[config.mk]
export PLATFORM = sky130hd
export DESIGN_NAME = instr_fetch
export DESIGN_NICKNAME = d
export VERILOG_FILES = /design/src/rtl/instr_fetch.sv
export SDC_FILE = /design/constraint.sdc
export NUM_CORES = 1
export LEC_CHECK = 0
export BUFFER_PORTS_ARGS = -buffer_cell sky130_fd_sc_hd__buf_2
export CAP_MARGIN = 20
export CORE_AREA = 2 2 66 68
export DETAILED_ROUTE_END_ITERATION = 8
export DIE_AREA = 0 0 68 70
export GPL_TIMING_DRIVEN = 0
export HOLD_SLACK_MARGIN = 0.06
export SLEW_MARGIN = 40
export SYNTH_ARGS = -nofsm -noshare
export SYNTH_HDL_FRONTEND = slang
export SYNTH_SLANG_ARGS = --single-unit
[constraint.sdc]
create_clock -name clk -period 2.1 [get_ports clk]
set_clock_uncertainty 0.2 [all_clocks]
set_input_delay 0.315 -clock clk [delete_from_list [all_inputs] [get_ports clk]]
set_output_delay 0.315 -clock clk [all_outputs]
set_load 0.02 [all_outputs]
[src/rtl/instr_fetch.sv]
// Instruction fetch: registered PC with branch, halt and advance counter.
// Define INSTR_FETCH_RELBR_EN for PC-relative branch targets.
module instr_fetch #(
  parameter int IW         = 8,
  parameter int START_ADDR = 0
) (
  input  logic          clk,
  input  logic          reset,
  input  logic          branchsig,
  input  logic          branchtype,
  input  logic [7:0]    BranchOut,
  input  logic [7:0]    cmp,
  input  logic          halt,
  output logic [IW-1:0] core,
  output logic          taken,
  output logic          halted,
  output logic [15:0]   icount
);

  localparam logic [IW-1:0] START = IW'(START_ADDR);

  logic [IW-1:0] target;
  logic [IW-1:0] next_pc;

  always_comb begin
    taken = branchsig & ~halt & (~branchtype | (|cmp));
  end

`ifdef INSTR_FETCH_RELBR_EN
  // offset is signed; the sum wraps modulo 2^IW
  always_comb begin
    target = core + IW'($signed(BranchOut));
  end
`else
  always_comb begin
    target = IW'(BranchOut);
  end
`endif

  always_comb begin
    next_pc = taken ? target : core + IW'(1);
  end

  always_ff @(posedge clk or posedge reset) begin
    if (reset) begin
      core   <= START;
      halted <= 1'b0;
      icount <= 16'h0000;
    end else if (halt) begin
      halted <= 1'b1;
    end else begin
      core <= next_pc;
      if (icount != 16'hFFFF)
        icount <= icount + 16'h0001;
    end
  end

endmodule

==> results.md <==
Run status:
- The flow ran to the end, and the final reports show no timing, DRC or antenna violations.

Clock network:
- The number of levels the H-tree was split into is 1.
- Counting every sink on the clock net gives 25.
- The clock tree buffer depth is 2.
- Clock-pin slew was measured on the worst setup and hold paths at 0.09 ns.
- TritonCTS built the clock tree.
- The clock latency reported for the late side of the worst-skew pair is about 0.28 ns.
- The root buffer selected by CTS is clkbuf_8.
- The TritonCTS buffer count is 3.

Synth:
- The largest area contributor in the synthesized netlist is dfrtp_1.
- The share of synthesized registers carrying an async set or reset is 100%.
- Of the post-synthesis cell area, the dominant cell type holds between 40% and 50%.
- The synthesized netlist devotes 9.41% of its cell area to XOR and XNOR gates.
- The most used flip-flop cell after synthesis is dfrtp_1.
- The number of instances in the synthesized netlist is ~120.
- After synthesis, the netlist uses 38 different library cells.
- By area the synthesized netlist is led by dfrtp_1 48%, xnor2_1 6.7%, nand4_1 4.3%.
- The share of synthesized area spent on multiplexers is 4.13%.
- Counting flops and latches in the post-synthesis netlist gives 25.
- Of the synthesized area, sequential elements account for 48.0%.
- The post-synthesis net count is 146.
- A synthesized cell averages 10.6 sq um.
- The warning count from the yosys run is 0.
- After synthesis, the largest family of logic cells by area is simple AND/OR/NAND/NOR gates.
- The basic-gate share of the synthesized area counting and, or, nand and nor cells is approximately a quarter.
- The number of synthesized flops with an enable pin is 0.
- Summing the areas of all compound-gate instances in the mapped netlist gives between 10% and 20% of the synthesized area.
- The cell area that synthesis handed to floorplanning was ~1300 sq um.
- Of the total synthesized cell area, the portion taken by full adders, half adders and majority gates is 1.92%.

Worst hold path:
- The min-delay analysis places its worst path in the category input pin to flip-flop.

GRT:
- The number of global-route vias before repair is 1161.
- The initial antenna violation count was 0.
- After global routing the overflow that remains totals 0.
- Global routing used 14.1% of the available tracks across all layers.
- The pin count of the biggest net entering global routing is 26.
- The wire length of the first global-routing pass is 5.20 mm.

Power and ir drop:
- Power spread over the standard cell area amounts to about 890 nW/um^2.
- Across the VDD grid, the largest voltage drop is 589 uV.
- Overall power consumption after layout is estimated at 0.00153 W.
- The leakage power of the design is a little under 0.8 nW.

Timing:
- Setup repair after global routing left no endpoint under its margin.
- The count of final setup violators is 0.
- The relative slew slack is 58.8%.
- In the final timing run, aggregate negative setup slack is 0 ns.
- The highest clock rate is just under 0.5 GHz.
- For the pin with the worst max-slew slack, the measured transition is ~0.61 ns.
- Setup slack closes at ~0.022 ns.
- The final max-slew violation count is 0.
- The number of hold violations in the final report is 0.
- The worst path uses a little over nine tenths of the clock period.
- The clock period minus final worst setup slack is between 2 and 2.5 ns.

Finish:
- The number of antenna diodes in the final layout is 0.
- The post-synthesis to final-layout area growth is 32.1%.
- The net count reported at finish is between 200 and 250.
- At the end of the flow the core is filled with cells to 41.5%.
- The layout has 423 filler cells.
- The multi-input combinational cells in the finished layout cover a total of approximately 690 sq um.
- In the layout the commonest cells are 45 x buf_2, 25 x dfrtp_1, 11 x nand2_1.
- The fraction of final layout cells with drive strength greater than 1 is 35.6%.
- Leaving out fill and tap cells, the most frequent cell in the layout is buf_2.
- The sequential cells in the finished layout cover a total of around 630 sq um.

Die:
- The die outline area is 4760 sq um.
- In this run the standard cell core region covers 4140 sq um.
- The die width is 68 um.
- After floorplanning, the core was divided into 24 placement rows.
- For this configuration, the core starts out at a cell density of 31.4%.
- The number of top-level design ports is between 40 and 50.
- The die extent in y is 70 um.

Worst setup path:
- The combined buffer and inverter count along the critical path is 3.
- At the worst endpoint, the arrival time is around 1.6 ns.
- The worst endpoint required time is between 1.5 and 2 ns.
- The critical path capture point type is a primary output.
- On the critical path, the stage with the largest delay is an instance of or4b_4.
- The biggest fanout along the worst timing path is 2.
- For this run, the slowest stage of the critical path takes approximately 0.54 ns.
- The critical setup path kind is input pin to primary output.
- STA classifies the critical path startpoint as an input pin.
- The kind of cell with the highest combined delay on the critical path is simple AND/OR/NAND/NOR gates.
- Traced cell by cell, the critical path runs through buf_2 -> or4b_4 -> o311a_4 -> buf_6 -> buf_4.

Detailed routing:
- After detailed routing, the number of vias per cell comes to 5.26.
- The wire length after detailed routing is around 3.2 mm.
- The number of design-rule violations left by the first detailed-router iteration is 55.
- Detailed routing inserted a total of approximately 1200 vias.
- Once detail routing completed, the nets flagged for antenna violations numbered 0.
- The number of design rule violations left after detail routing is 0.
- For this run, the detailed router's first-pass iteration total came to 4.
- In the final routed layout, each cell accounts on average for approximately 14 um.

Place:
- The number of port buffers is 46.
- Routability-driven placement finished with a final weighted congestion of 0.833.
- Before CTS, the worst setup slack after placement is -0.191 ns.
- The post-DP HPWL is 2.26 mm.

Job:
- Across the run, the number of max-cap violations was 0.
-- per-layer routing --
metal | vias up | global-route usage [%] | wire length (um)
li1 | 576 | - | -
met1 | 574 | 19.3 | 1460
met2 | 52 | 22.2 | 1470
met3 | 2 | 4.03 | 241
met4 | 0 | 2.89 | 16
met5 | - | 0 | 0
-- final timing paths --
kind / cells after the start / startpoint / slack, ns / to
setup / recovery: 5 / cmp[4] / 0.02 / taken
hold / removal: 2 / BranchOut[1] / 0.07 / core[1]
setup reg to reg: 4 / icount[0] / 0.17 / icount[1]
hold reg to reg: 1 / halted / 0.27 / halted
max in group asynchronous: 3 / reset / 0.92 / icount[6]
min in group asynchronous: 3 / reset / 0.42 / icount[12]
-- Yosys cell counts, types with 2 or more instances --
library cell   n
mux2_2         3
ha_1           2
and4_1         5
nor2_1         5
nand3_1       10
nand2_1       11
nor3_1         2
xor2_1         4
or2_2          2
dfrtp_1       25
and3_1         3
a21oi_1        3
xnor2_1       10
o22a_1         2
inv_1          2
nor4_1         2
or3_1          2
nand4_1        9
mux2i_1        2
-- where the power goes --
group,switching [W],leakage (nW),internal [W]
clock network,0.000168,0.0217,0.000135
registers,0.000144,0.310,0.000580
logic,0.000290,0.454,0.000213
total,0.000602,0.786,0.000928
-- final cells by class --
class,instances,area share (%)
timing repair buffer,50,15.6
clock buffer,3,2.40
sequential,25,36.4
inverter,3,0.655
buffer,2,0.873
clock inverter,1,0.436
tap,52,3.78
multi-input combinational,93,39.9
-- cell families after synthesis --
kind of cell | Yosys count
buffers and inverters | 5
AO/OA/AOI/OAI | 16
flip-flops | 25
AND/OR/NAND/NOR | 56
XOR/XNOR | 14
adder cells (fa/ha/maj) | 2
multiplexers | 5
-- flip-flops by register name, indices dropped and copies added (netlist names) --
| signal | flops |
|---|---|
| core | 8 |
| halted | 1 |
| icount | 16 |
-- per-stage QoR --
step	std cells	hold WS (ns)	area, sq um
finish	229	0.0749	1720
floorplan	123	0.142	1310
CTS	229	0.0788	1710
global route	229	0.0848	1720
detailed placement	221	0.200	1610
global placement	221	0.257	1610
-- worst reg2reg max path, stage by stage (launching register included) --
cell	delay, ns
dfrtp_1	0.44
ha_1	0.26
and4_1	0.25
a41oi_4	0.30
mux2_2	0.38
-- timing repair --
item / 4_1_cts / 5_1_grt
setup endpoints to repair: 1 / 1
hold buffers: 2 / 0
cloned: 0 / 0
pin swaps: 1 / 0
hold endpoints to repair: 26 / 0
gates resized for setup: 4 / 1
buffers inserted: 2 / 0
Power figures use the tool's default switching activity.
